### src/rtl/mcp_chan_mux.sv
// mcp_chan_mux: multi-channel source for a single multi-cycle-path (MCP) crossing.
// Each producer posts a word with a 1-cycle ch_rdy pulse into its own holding register.
// Pending words are granted round-robin and offered downstream over a 4-phase
// out_rdy/out_ack level handshake, so many status/control words share one synchroniser.
// Optional feature: define MCP_DROP_CNT_EN to build the saturating dropped-word counter;
// without it drop_cnt is tied to zero and ch_ovf still reports every overwrite.
module mcp_chan_mux #(
   parameter int unsigned SIZE     = 16,
   parameter int unsigned CHANNELS = 4,
   localparam int unsigned CW      = $clog2(CHANNELS)
) (
   input  logic                     clk,
   input  logic                     rst_n,
   input  logic [SIZE*CHANNELS-1:0] ch_data,
   input  logic [CHANNELS-1:0]      ch_rdy,
   output logic [CHANNELS-1:0]      ch_pend,
   output logic [CHANNELS-1:0]      ch_ovf,
   output logic [SIZE-1:0]          out_data,
   output logic [CW-1:0]            out_ch,
   output logic                     out_rdy,
   input  logic                     out_ack,
   output logic [15:0]              drop_cnt
);

   typedef enum logic [1:0] {StIdle, StReq, StRel} state_e;

   state_e              state_q, state_d;
   logic [SIZE-1:0]     hold_q [CHANNELS];
   logic [SIZE-1:0]     hold_d [CHANNELS];
   logic [CHANNELS-1:0] pend_q, pend_d;
   logic [CHANNELS-1:0] ovf_q, ovf_d;
   logic [CHANNELS-1:0] grant_vec;
   logic [CW-1:0]       rr_q, rr_d;
   logic [CW-1:0]       win;
   logic                win_found;
   logic                grant;
   logic [CW:0]         rr_sum;
   logic [SIZE-1:0]     out_data_q, out_data_d;
   logic [CW-1:0]       out_ch_q, out_ch_d;
   logic                out_rdy_q, out_rdy_d;

   // Round-robin search: first pending channel at or after rr_q, wrapping.
   always_comb begin
      win_found = 1'b0;
      win       = '0;
      rr_sum    = '0;
      for (int unsigned k = 0; k < CHANNELS; k++) begin
         rr_sum = {1'b0, rr_q} + (CW+1)'(k);
         if (rr_sum >= (CW+1)'(CHANNELS)) begin
            rr_sum = rr_sum - (CW+1)'(CHANNELS);
         end
         if (!win_found && pend_q[rr_sum[CW-1:0]]) begin
            win_found = 1'b1;
            win       = rr_sum[CW-1:0];
         end
      end
   end

   // Grant only from IDLE with the downstream ack released; a stale ack blocks the grant.
   always_comb begin
      grant     = (state_q == StIdle) && win_found && !out_ack;
      grant_vec = '0;
      if (grant) begin
         grant_vec[win] = 1'b1;
      end
      rr_d = rr_q;
      if (grant) begin
         rr_d = (win == CW'(CHANNELS - 1)) ? '0 : win + CW'(1);
      end
   end

   // Per-channel capture, pending and overflow; a pulse on the granted channel re-arms it.
   always_comb begin
      for (int unsigned i = 0; i < CHANNELS; i++) begin
         hold_d[i] = hold_q[i];
         if (ch_rdy[i]) begin
            hold_d[i] = ch_data[i*SIZE +: SIZE];
         end
      end
      pend_d = (pend_q & ~grant_vec) | ch_rdy;
      ovf_d  = ch_rdy & pend_q & ~grant_vec;
   end

   // Handshake FSM next-state and output registers.
   always_comb begin
      state_d    = state_q;
      out_rdy_d  = out_rdy_q;
      out_data_d = out_data_q;
      out_ch_d   = out_ch_q;
      unique case (state_q)
         StIdle: begin
            if (grant) begin
               // hold_q is the pre-capture word, so a same-cycle pulse is not lost.
               out_data_d = hold_q[win];
               out_ch_d   = win;
               out_rdy_d  = 1'b1;
               state_d    = StReq;
            end
         end
         StReq: begin
            if (out_ack) begin
               out_rdy_d = 1'b0;
               state_d   = StRel;
            end
         end
         StRel: begin
            if (!out_ack) begin
               state_d = StIdle;
            end
         end
         default: begin
            out_rdy_d = 1'b0;
            state_d   = StIdle;
         end
      endcase
   end

   // State, holding registers and handshake outputs; reset discards pending words.
   always_ff @(posedge clk) begin
      if (!rst_n) begin
         state_q    <= StIdle;
         pend_q     <= '0;
         ovf_q      <= '0;
         rr_q       <= '0;
         out_data_q <= '0;
         out_ch_q   <= '0;
         out_rdy_q  <= 1'b0;
         for (int unsigned i = 0; i < CHANNELS; i++) begin
            hold_q[i] <= '0;
         end
      end else begin
         state_q    <= state_d;
         pend_q     <= pend_d;
         ovf_q      <= ovf_d;
         rr_q       <= rr_d;
         out_data_q <= out_data_d;
         out_ch_q   <= out_ch_d;
         out_rdy_q  <= out_rdy_d;
         for (int unsigned i = 0; i < CHANNELS; i++) begin
            hold_q[i] <= hold_d[i];
         end
      end
   end

`ifdef MCP_DROP_CNT_EN
   logic [15:0] drop_cnt_q, drop_cnt_d;
   logic [4:0]  ovf_num;
   logic [16:0] drop_sum;

   // Saturating add of the number of channels overflowing this cycle.
   always_comb begin
      ovf_num = '0;
      for (int unsigned i = 0; i < CHANNELS; i++) begin
         ovf_num = ovf_num + 5'(ovf_d[i]);
      end
      drop_sum   = {1'b0, drop_cnt_q} + 17'(ovf_num);
      drop_cnt_d = drop_sum[16] ? 16'hFFFF : drop_sum[15:0];
   end

   // Drop counter register, cleared only by reset.
   always_ff @(posedge clk) begin
      if (!rst_n) begin
         drop_cnt_q <= '0;
      end else begin
         drop_cnt_q <= drop_cnt_d;
      end
   end

   assign drop_cnt = drop_cnt_q;
`else
   assign drop_cnt = 16'h0000;
`endif

   assign ch_pend  = pend_q;
   assign ch_ovf   = ovf_q;
   assign out_data = out_data_q;
   assign out_ch   = out_ch_q;
   assign out_rdy  = out_rdy_q;

endmodule
### config.mk
export PLATFORM = sky130hd
export DESIGN_NAME = mcp_chan_mux
export DESIGN_NICKNAME = d
export VERILOG_FILES = /design/src/rtl/mcp_chan_mux.sv
export SDC_FILE = /design/constraint.sdc
export NUM_CORES = 1
export LEC_CHECK = 0
export CORE_MARGIN = 1.5
export CORE_UTILIZATION = 40
export CTS_CLUSTER_DIAMETER = 60
export DETAILED_ROUTE_END_ITERATION = 6
export HOLD_SLACK_MARGIN = 0.03
export PLACE_DENSITY_LB_ADDON = 0.25
export SLEW_MARGIN = 10
export SYNTH_ARGS = -nofsm -noshare
export SYNTH_HDL_FRONTEND = slang
export SYNTH_SLANG_ARGS = --single-unit
### constraint.sdc
create_clock -name clk -period 4.3 [get_ports clk]
set_input_delay 1.075 -clock clk [delete_from_list [all_inputs] [get_ports clk]]
set_output_delay 1.075 -clock clk [all_outputs]
set_load 0.01 [all_outputs]
==> flow_metrics.env, run 1 <==
export IMPL_grt_overflow=0
export IMPL_cts_setup_buffers=0
export IMPL_place_ws_ns=1.120
export IMPL_cts_buffers=9
export IMPL_drive_above_1_share_pct=5.314
export IMPL_synth_seq_area_share_pct=61.56
export IMPL_grt_start_max_net_pins=43
export IMPL_synth_common_cells="66 x and3_1, 64 x edfxtp_1, 32 x mux2i_1, 31 x dfxtp_1, 18 x buf_4"
export IMPL_synth_async_reset_ratio_pct=0
export IMPL_synthTopCellsByArea="edfxtp_1 47%, dfxtp_1 15%, and3_1 10%"
export IMPL_grt_pass1_vias=2816
export IMPL_antennaDiodeCount=0
export IMPL_clock_latency_ns=0.35
export IMPL_ys_ff_latch=95
export IMPL_drtPass1Iterations=4
export IMPL_h_tree_depth=3
export IMPL_critPathArrivalTime_ns=3.11
export IMPL_status="complete, no violations"
export IMPL_initial_core_util_pct=41.68
export IMPL_core_area_sq_um=9910
export IMPL_timing_slew_headroom_pct=23.02
export IMPL_totalWireLength_um=9561
export IMPL_drtIter0Drc=138
export IMPL_post_synth_top_count_cell="and3_1"
export IMPL_synth_top_area_cell="edfxtp_1"
export IMPL_dieArea_sq_um=10940
export IMPL_synth_top_cell_area_share_pct=46.53
export IMPL_grt_pass1_wl_um=14950
export IMPL_worstHoldEndpoint="out_ch[0]"
export IMPL_post_route_drc_count=0
export IMPL_path_clk_slew_ns=0.09
export IMPL_skew_ns=0.01102
export IMPL_synth_edf_count=64
export IMPL_ff2ff_path_depth=6
export IMPL_critPathMaxStageDelay_ns=0.70
export IMPL_setup_slack_ns=1.420
export IMPL_rsz0062_at_grt="false"
export IMPL_track_usage_pct=17.83
export IMPL_antenna_found_initial=0
export IMPL_hold_path_depth=2
export IMPL_die_width_um=104.6
export IMPL_place_gp_congestion=0.7821
export IMPL_syn2layout_area_growth_pct=27.20
export IMPL_cts_resized=0
export IMPL_crit_chain="clkdlybuf4s50_1, nor2_1, nand3b_1, o31ai_1, a21boi_0"
export IMPL_slowest_stage="nand3b_1"
export IMPL_fp_dieH_um=104.6
export IMPL_max_freq_mhz=347.2
export IMPL_ys_flop_type="edfxtp_1"
export IMPL_cts_root_buf="clkbuf_8"
export IMPL_post_drt_wl_per_cell_um=17.48
export IMPL_yosys_warnings=0
export IMPL_num_rows=36
export IMPL_vias_per_cell=5.185
export IMPL_setup_viol=0
export IMPL_nets=481
export IMPL_min_period_over_period_pct=66.98
export IMPL_fin_tns_setup_ns=0
export IMPL_netlist_instances=326
export IMPL_endpoint_kind="flip-flop"
export IMPL_cp_start_kind="input port"
export IMPL_cts_sinks=95
export IMPL_cp_required_ns=4.53
export IMPL_dp_hpwl_um=6585
export IMPL_reg2reg_to="ch_ovf[3]"
export IMPL_p_per_area_nw_per_um2=369.7
export IMPL_worst_slew_pin_slew_ns=1.155
export IMPL_yosysUniqueCellTypes=37
export IMPL_min_path_type="reg -> reg"
export IMPL_period_minus_slack_ns=2.880
export IMPL_crit_type="in -> reg"
export IMPL_finalHoldViolations=0
export IMPL_hp_start="out_ch[0]"
export IMPL_ant_nets=0
export IMPL_final_max_slew_violation_count=0
export IMPL_synth_area_sq_um=4130
export IMPL_leakage_nw=2.150
export IMPL_num_vias=2836
export IMPL_tritoncts="done"
export IMPL_cts_buffer_depth=2
export IMPL_io_pins=114
export IMPL_crit_family="simple AND/OR/NAND/NOR gates"
export IMPL_vdd_ir_drop_max_uv=221.5
export IMPL_syn_avg_cell_area_sq_um=12.67
export IMPL_ctsHoldBuffers=0
export IMPL_cp_num_buf_inv=1
export IMPL_regToRegSetupSlack_ns=1.96
export IMPL_cp_max_fo=22
export IMPL_port_buffers=97
export IMPL_nFillCells=873
export IMPL_maxCapViolations=0
export IMPL_reg2reg_from="ch_pend[0]"
-- routing by layer --
metal / global-route usage, % / up-vias / part of all wire (%)
met1: 23.94 / 1353 / 44
met5: 0 / - / 0
met3: 3.618 / 10 / 6.0
li1: - / 1356 / -
met4: 5.577 / 0 / 1.3
met2: 29.09 / 117 / 49
-- registers in the layout (all words and copies together), names as in the netlist --
register / flops
out_data: 16
out_ch: 2
ch_ovf: 4
hold_q: 64
ch_pend: 4
state_q: 2
rr_q: 2
out_rdy: 1
-- how the worst max path moves through the flow --
| stage | start | to | cells past startpoint |
|---|---|---|---|
| after detailed placement | out_ack | ch_pend[0] | 5 |
| after global placement | out_ack | ch_pend[0] | 5 |
| after floorplan | rst_n | hold_q[0][0] | 3 |
| after global routing | out_ack | ch_pend[0] | 5 |
| final | out_ack | ch_pend[0] | 5 |
| after CTS | out_ack | ch_pend[0] | 5 |
-- placed cells by master, fill, tap and decap left out, types with 6 or more instances in the layout --
cell	count
and3_1	66
clkbuf_8	10
clkdlybuf4s50_1	96
conb_1	16
dfxtp_1	31
edfxtp_1	64
mux2i_1	32
nand2_1	10
nand3_1	17
nor2_1	6
o221ai_1	16
-- kinds of logic after synthesis --
logic type / Yosys count / synth area share [%]
compound gates: 39 / 7.513
xor+xnor: 1 / 0.2121
fa+ha+maj: 1 / 0.3029
buf+inv: 46 / 6.665
flops: 95 / 61.56
mux: 32 / 7.755
other cells: 1 / 0.09079
simple gates: 111 / 15.90
-- worst reg2reg max path: cells and delay by family (launching register included) --
family,cells,cell delay [ns]
fa+ha+maj,1,0.30
compound gates,4,1.35
flops,1,0.37
simple gates,1,0.21
-- stage by stage --
step | hold WS (ns) | utilization, % | area, sq um | total power [mW] | instances
after floorplan | 0.4876 | - | 4187 | 1.291 | 341
after global placement | 0.4769 | 51.25 | 5079 | 1.428 | 531
after detailed placement | 0.4705 | 51.25 | 5079 | 1.435 | 531
after CTS | 0.4906 | 53.02 | 5254 | 1.952 | 547
after global routing | 0.5249 | 53.02 | 5254 | 2.019 | 547
final | 0.4898 | 53.02 | 5254 | 1.943 | 547
-- final cells by class --
class | count | area, sq um | area share, %
flip-flops and latches | 95 | 2542 | 48.39
well taps | 133 | 166.4 | 3.167
repair buffers | 100 | 988.4 | 18.81
inverters | 3 | 11.26 | 0.2143
clock inverters | 5 | 33.78 | 0.6430
multi-input cells | 200 | 1370 | 26.08
clock buffers | 11 | 141.4 | 2.691
-- power by group --
| group | switching (mW) | leakage (nW) | internal, mW |
|---|---|---|---|
| Combinational | 0.162 | 1.12 | 0.165 |
| Sequential | 0.0332 | 0.942 | 1.05 |
| Clock | 0.305 | 0.0869 | 0.226 |
Note: power is estimated with default switching activity, not from simulation.
==> run 2: changes to the inputs <==
- clock period: 4.3 -> 2.59 ns (I/O delays scaled with it)
==> flow_metrics.env, run 2 (same netlist as run 1, synthesis figures left out) <==
export IMPL_status="complete, no violations"
export IMPL_final_max_slew_violation_count=0
export IMPL_finalHoldViolations=0
export IMPL_totalWireLength_um=9277
export IMPL_grt_pass1_vias=2777
export IMPL_tritoncts="done"
export IMPL_port_buffers=97
export IMPL_maxCapViolations=0
export IMPL_cts_buffer_depth=2
export IMPL_cts_resized=0
export IMPL_cts_sinks=95
export IMPL_core_area_sq_um=9910
export IMPL_grt_overflow=0
export IMPL_setup_slack_ns=0.5578
export IMPL_final_common_cell="clkdlybuf4s50_1"
export IMPL_final_cells=560
export IMPL_vdd_ir_drop_max_uv=345.5
export IMPL_grt_pass1_wl_um=14550
export IMPL_min_period_over_period_pct=78.46
export IMPL_syn2layout_area_growth_pct=31.35
export IMPL_place_ws_ns=0.2610
export IMPL_ctsHoldBuffers=0
export IMPL_largest_reg_flops=64
export IMPL_crit_type="reg -> out"
export IMPL_io_pins=114
export IMPL_hold_ws_ns=0.4798
export IMPL_cts_root_buf="clkbuf_8"
export IMPL_drive_above_1_share_pct=8.431
export IMPL_dp_hpwl_um=6772
export IMPL_slowest_stage="clkdlybuf4s50_1"
export IMPL_post_drt_wl_per_cell_um=16.57
export IMPL_max_freq_mhz=492.1
export IMPL_cp_max_fo=7
export IMPL_place_gp_congestion=0.7994
export IMPL_mostFrequentLayoutCells="96 x clkdlybuf4s50_1, 66 x and3_1, 64 x edfxtp_1, 32 x mux2i_1, 31 x dfxtp_1"
export IMPL_h_tree_depth=3
export IMPL_drtPass1Iterations=4
export IMPL_setup_viol=0
export IMPL_initial_core_util_pct=41.68
export IMPL_crit_family="buffers and inverters"
export IMPL_fin_tns_setup_ns=0
export IMPL_min_path_type="reg -> reg"
export IMPL_ant_nets=0
export IMPL_die_width_um=104.6
export IMPL_dp_cells=544
export IMPL_rsz0062_at_grt="false"
export IMPL_cts_setup_buffers=0
export IMPL_num_vias=2831
export IMPL_antennaDiodeCount=0
export IMPL_track_usage_pct=17.27
export IMPL_endpoint_kind="primary output"
export IMPL_post_route_drc_count=0
export IMPL_cts_buffers=9
export IMPL_grt_start_max_net_pins=31
export IMPL_period_minus_slack_ns=2.032
export IMPL_cp_start_kind="flip-flop"
export IMPL_dieArea_sq_um=10940
export IMPL_skew_ns=0.01271
export IMPL_largest_register="hold_q"
export IMPL_p_per_area_nw_per_um2=645.8
export IMPL_critPathMaxStageDelay_ns=0.59
export IMPL_vias_per_cell=5.055
export IMPL_critPathArrivalTime_ns=1.38
export IMPL_fp_dieH_um=104.6
export IMPL_clock_latency_ns=0.36
export IMPL_num_rows=36
export IMPL_nets=494
export IMPL_drtIter0Drc=149
export IMPL_leakage_nw=2.248
export IMPL_antenna_found_initial=0
export IMPL_cp_num_buf_inv=1
export IMPL_cp_required_ns=1.94
export IMPL_crit_chain="clkdlybuf4s50_1"
export IMPL_path_clk_slew_ns=0.08
## run 2: cell types whose count changed in the layout (fill, tap and decap cells not counted), sizes merged
| cell | previous run | this run |
|---|---|---|
| buf | 4 | 17 |
| bufinv | 0 | 3 |
| clkbuf | 11 | 10 |
| clkinv | 4 | 3 |
| clkinvlp | 1 | 0 |
## run 2: final timing paths
| kind | startpoint | cells past startpoint | endpoint | slack, ns |
|---|---|---|---|---|
| max | ch_pend[1] | 1 | ch_pend[1] | 0.56 |
| min | out_ch[0] | 2 | out_ch[0] | 0.48 |
| max reg2reg | rr_q[1] | 6 | out_data[7] | 0.57 |
| min reg2reg | out_ch[0] | 2 | out_ch[0] | 0.48 |
## run 2: metrics by stage
step	instance area [sq um]	total power, mW	util (%)
3_3_place_gp	5189	2.397	52.36
5_1_grt	5425	3.627	54.75
3_5_place_dp	5189	2.407	52.36
6_report	5425	3.504	54.75
2_1_floorplan	4187	2.144	-
4_1_cts	5425	3.523	54.75
## run 2: per-layer routing
layer,track usage (%),wire length [um],up-vias
li1,-,-,1385
met1,22.76,4205,1340
met2,27.54,4435,95
met3,4.679,503,11
met4,5.871,133,0
met5,0,0,-
## run 2: cell type report
class / instances / area, sq um
clock buffers: 10 / 127.6
clock inverters: 6 / 108.9
fillers: 851 / 4484
inverters: 3 / 11.26
multi-input cells: 200 / 1370
flip-flops and latches: 95 / 2542
well taps: 133 / 166.4
repair buffers: 113 / 1099
## run 2: where the power goes
group | total, mW | switching [mW] | internal [mW]
clock | 1.14 | 0.496 | 0.640
sequential | 1.80 | 0.0538 | 1.75
combinational | 0.568 | 0.274 | 0.294
==> run 3: changes to the inputs <==
- clock period: 2.59 -> 1.9 ns (I/O delays scaled with it)
==> flow_metrics.env, run 3 (same netlist as run 1, synthesis figures left out) <==
export IMPL_status="complete, no violations"
export IMPL_worstHoldEndpoint="out_ch[0]"
export IMPL_crit_family="buffers and inverters"
export IMPL_final_max_slew_violation_count=0
export IMPL_reg2reg_to="out_data[6]"
export IMPL_slowest_stage="clkdlybuf4s50_1"
export IMPL_ff2ff_path_depth=6
export IMPL_vdd_ir_drop_max_uv=371.6
export IMPL_p_per_area_nw_per_um2=831.8
export IMPL_seqPwrFrac_pct=53.6
export IMPL_hp_start="out_ch[0]"
export IMPL_drtPass1Iterations=4
export IMPL_largest_reg_flops=64
export IMPL_cp_num_buf_inv=1
export IMPL_endpoint_kind="primary output"
export IMPL_tritoncts="done"
export IMPL_design_area_sq_um=5512
export IMPL_vias_per_cell=5.130
export IMPL_grt_pass1_vias=2985
export IMPL_cp_start_kind="flip-flop"
export IMPL_num_vias=2924
export IMPL_drive_above_1_share_pct=10.98
export IMPL_num_rows=36
export IMPL_critPathArrivalTime_ns=1.35
export IMPL_cts_buffers=9
export IMPL_totalWireLength_um=9693
export IMPL_track_usage_pct=18.11
export IMPL_drtIter0Drc=142
export IMPL_skew_ns=0.009156
export IMPL_final_common_cell="clkdlybuf4s50_1"
export IMPL_antenna_found_initial=0
export IMPL_min_path_type="reg -> reg"
export IMPL_hold_path_depth=2
export IMPL_cts_buffer_depth=2
export IMPL_p_comb_share_pct=18.0
export IMPL_critPathMaxStageDelay_ns=0.58
export IMPL_min_period_over_period_pct=95.99
export IMPL_postPlaceCellArea_sq_um=5299
export IMPL_nets=504
export IMPL_h_tree_depth=3
export IMPL_post_route_drc_count=0
export IMPL_cp_max_fo=5
export IMPL_crit_chain="clkdlybuf4s50_1"
export IMPL_leakage_nw=2.296
export IMPL_fin_tns_setup_ns=0
export IMPL_regToRegSetupSlack_ns=0.12
export IMPL_cts_sinks=95
export IMPL_grt_start_max_net_pins=31
export IMPL_setup_viol=0
export IMPL_crit_type="reg -> out"
export IMPL_post_drt_wl_per_cell_um=17.01
export IMPL_intPower_mw=3.431
export IMPL_dp_hpwl_um=7135
export IMPL_cp_required_ns=1.42
export IMPL_initial_core_util_pct=41.68
export IMPL_antennaDiodeCount=0
export IMPL_grt_pass1_wl_um=15320
export IMPL_die_width_um=104.6
export IMPL_ant_nets=0
export IMPL_mostFrequentLayoutCells="96 x clkdlybuf4s50_1, 66 x and3_1, 64 x edfxtp_1, 32 x mux2i_1, 30 x dfxtp_1"
export IMPL_cts_root_buf="clkbuf_8"
export IMPL_fp_dieH_um=104.6
export IMPL_dieArea_sq_um=10940
export IMPL_ctsHoldBuffers=0
export IMPL_maxCapViolations=0
export IMPL_pwr_share_clk_pct=28.4
export IMPL_final_util_pct=55.62
export IMPL_finalHoldViolations=0
export IMPL_core_area_sq_um=9910
export IMPL_port_buffers=97
export IMPL_largest_register="hold_q"
export IMPL_io_pins=114
export IMPL_period_minus_slack_ns=1.824
export IMPL_path_clk_slew_ns=0.09
export IMPL_switchingPower_mw=1.154
export IMPL_clock_latency_ns=0.35
export IMPL_grt_overflow=0
export IMPL_syn2layout_area_growth_pct=33.44
export IMPL_place_gp_congestion=0.8145
export IMPL_max_freq_mhz=548.3
export IMPL_switching_share_pct=25.17
export IMPL_reg2reg_from="ch_pend[0]"
-- run 3: tightest hold or removal path: stages (launching register included) --
cell      delay [ns]
dfxtp_1         0.33
nand2_1         0.05
a21boi_0        0.06
-- run 3: cell type report --
cell class | instances | area (sq um)
Inverter | 3 | 11.26
Sequential cell | 95 | 2544
Clock inverter | 7 | 72.57
Timing Repair Buffer | 123 | 1224
Tap cell | 133 | 166.4
Multi-Input combinational cell | 200 | 1370
Clock buffer | 9 | 123.9
Fill cell | 871 | 4398
-- run 3: layer usage --
metal  vias to the layer above  global-route usage, %  share of wire (%)
li1                       1407                      -                  -
met1                      1422                  23.84                 44
met2                        93                  30.22                 50
met3                         2                  3.681                4.9
met4                         0                  5.382               0.41
met5                         -                      0                  0
-- run 3: timing repair --
item                       in CTS  in global routing
setup buffers                   0                  2
gates resized for setup         0                  1
setup endpoints to repair       0                  7
-- run 3: worst max-delay path by stage --
| stage | from | end | slack (ns) | depth (start not counted) |
|---|---|---|---|---|
| 2_1_floorplan | ch_pend[0] | ch_ovf[3] | 0.12 | 9 |
| 3_3_place_gp | out_ack | ch_ovf[1] | -0.14 | 6 |
| 3_5_place_dp | out_ack | ch_ovf[1] | -0.19 | 6 |
| 4_1_cts | ch_pend[1] | ch_pend[1] | 0.01 | 1 |
| 5_1_grt | ch_pend[3] | ch_pend[3] | -0.0004 | 1 |
| 6_report | ch_pend[0] | ch_pend[0] | 0.08 | 1 |
-- run 3: power groups by stage --
stage / Clock [mW] / Sequential, mW / Combinational, mW
2_1_floorplan: 0 / 2.50 / 0.419
3_3_place_gp: 0 / 2.50 / 0.805
3_5_place_dp: 0 / 2.50 / 0.817
4_1_cts: 1.33 / 2.46 / 0.820
5_1_grt: 1.42 / 2.47 / 0.891
6_report: 1.30 / 2.46 / 0.825
-- run 3: through the flow --
stage                     setup slack [ns]  instances  power [mW]  hold slack (ns)
after floorplan                     0.1228        341       2.922           0.4876
final                              0.07617        570       4.585           0.4797
after global placement             -0.1355        552       3.301           0.4661
after global routing            -0.0003626        570       4.787           0.5034
after detailed placement           -0.1943        552       3.322           0.4640
after CTS                          0.01488        568       4.607           0.4810
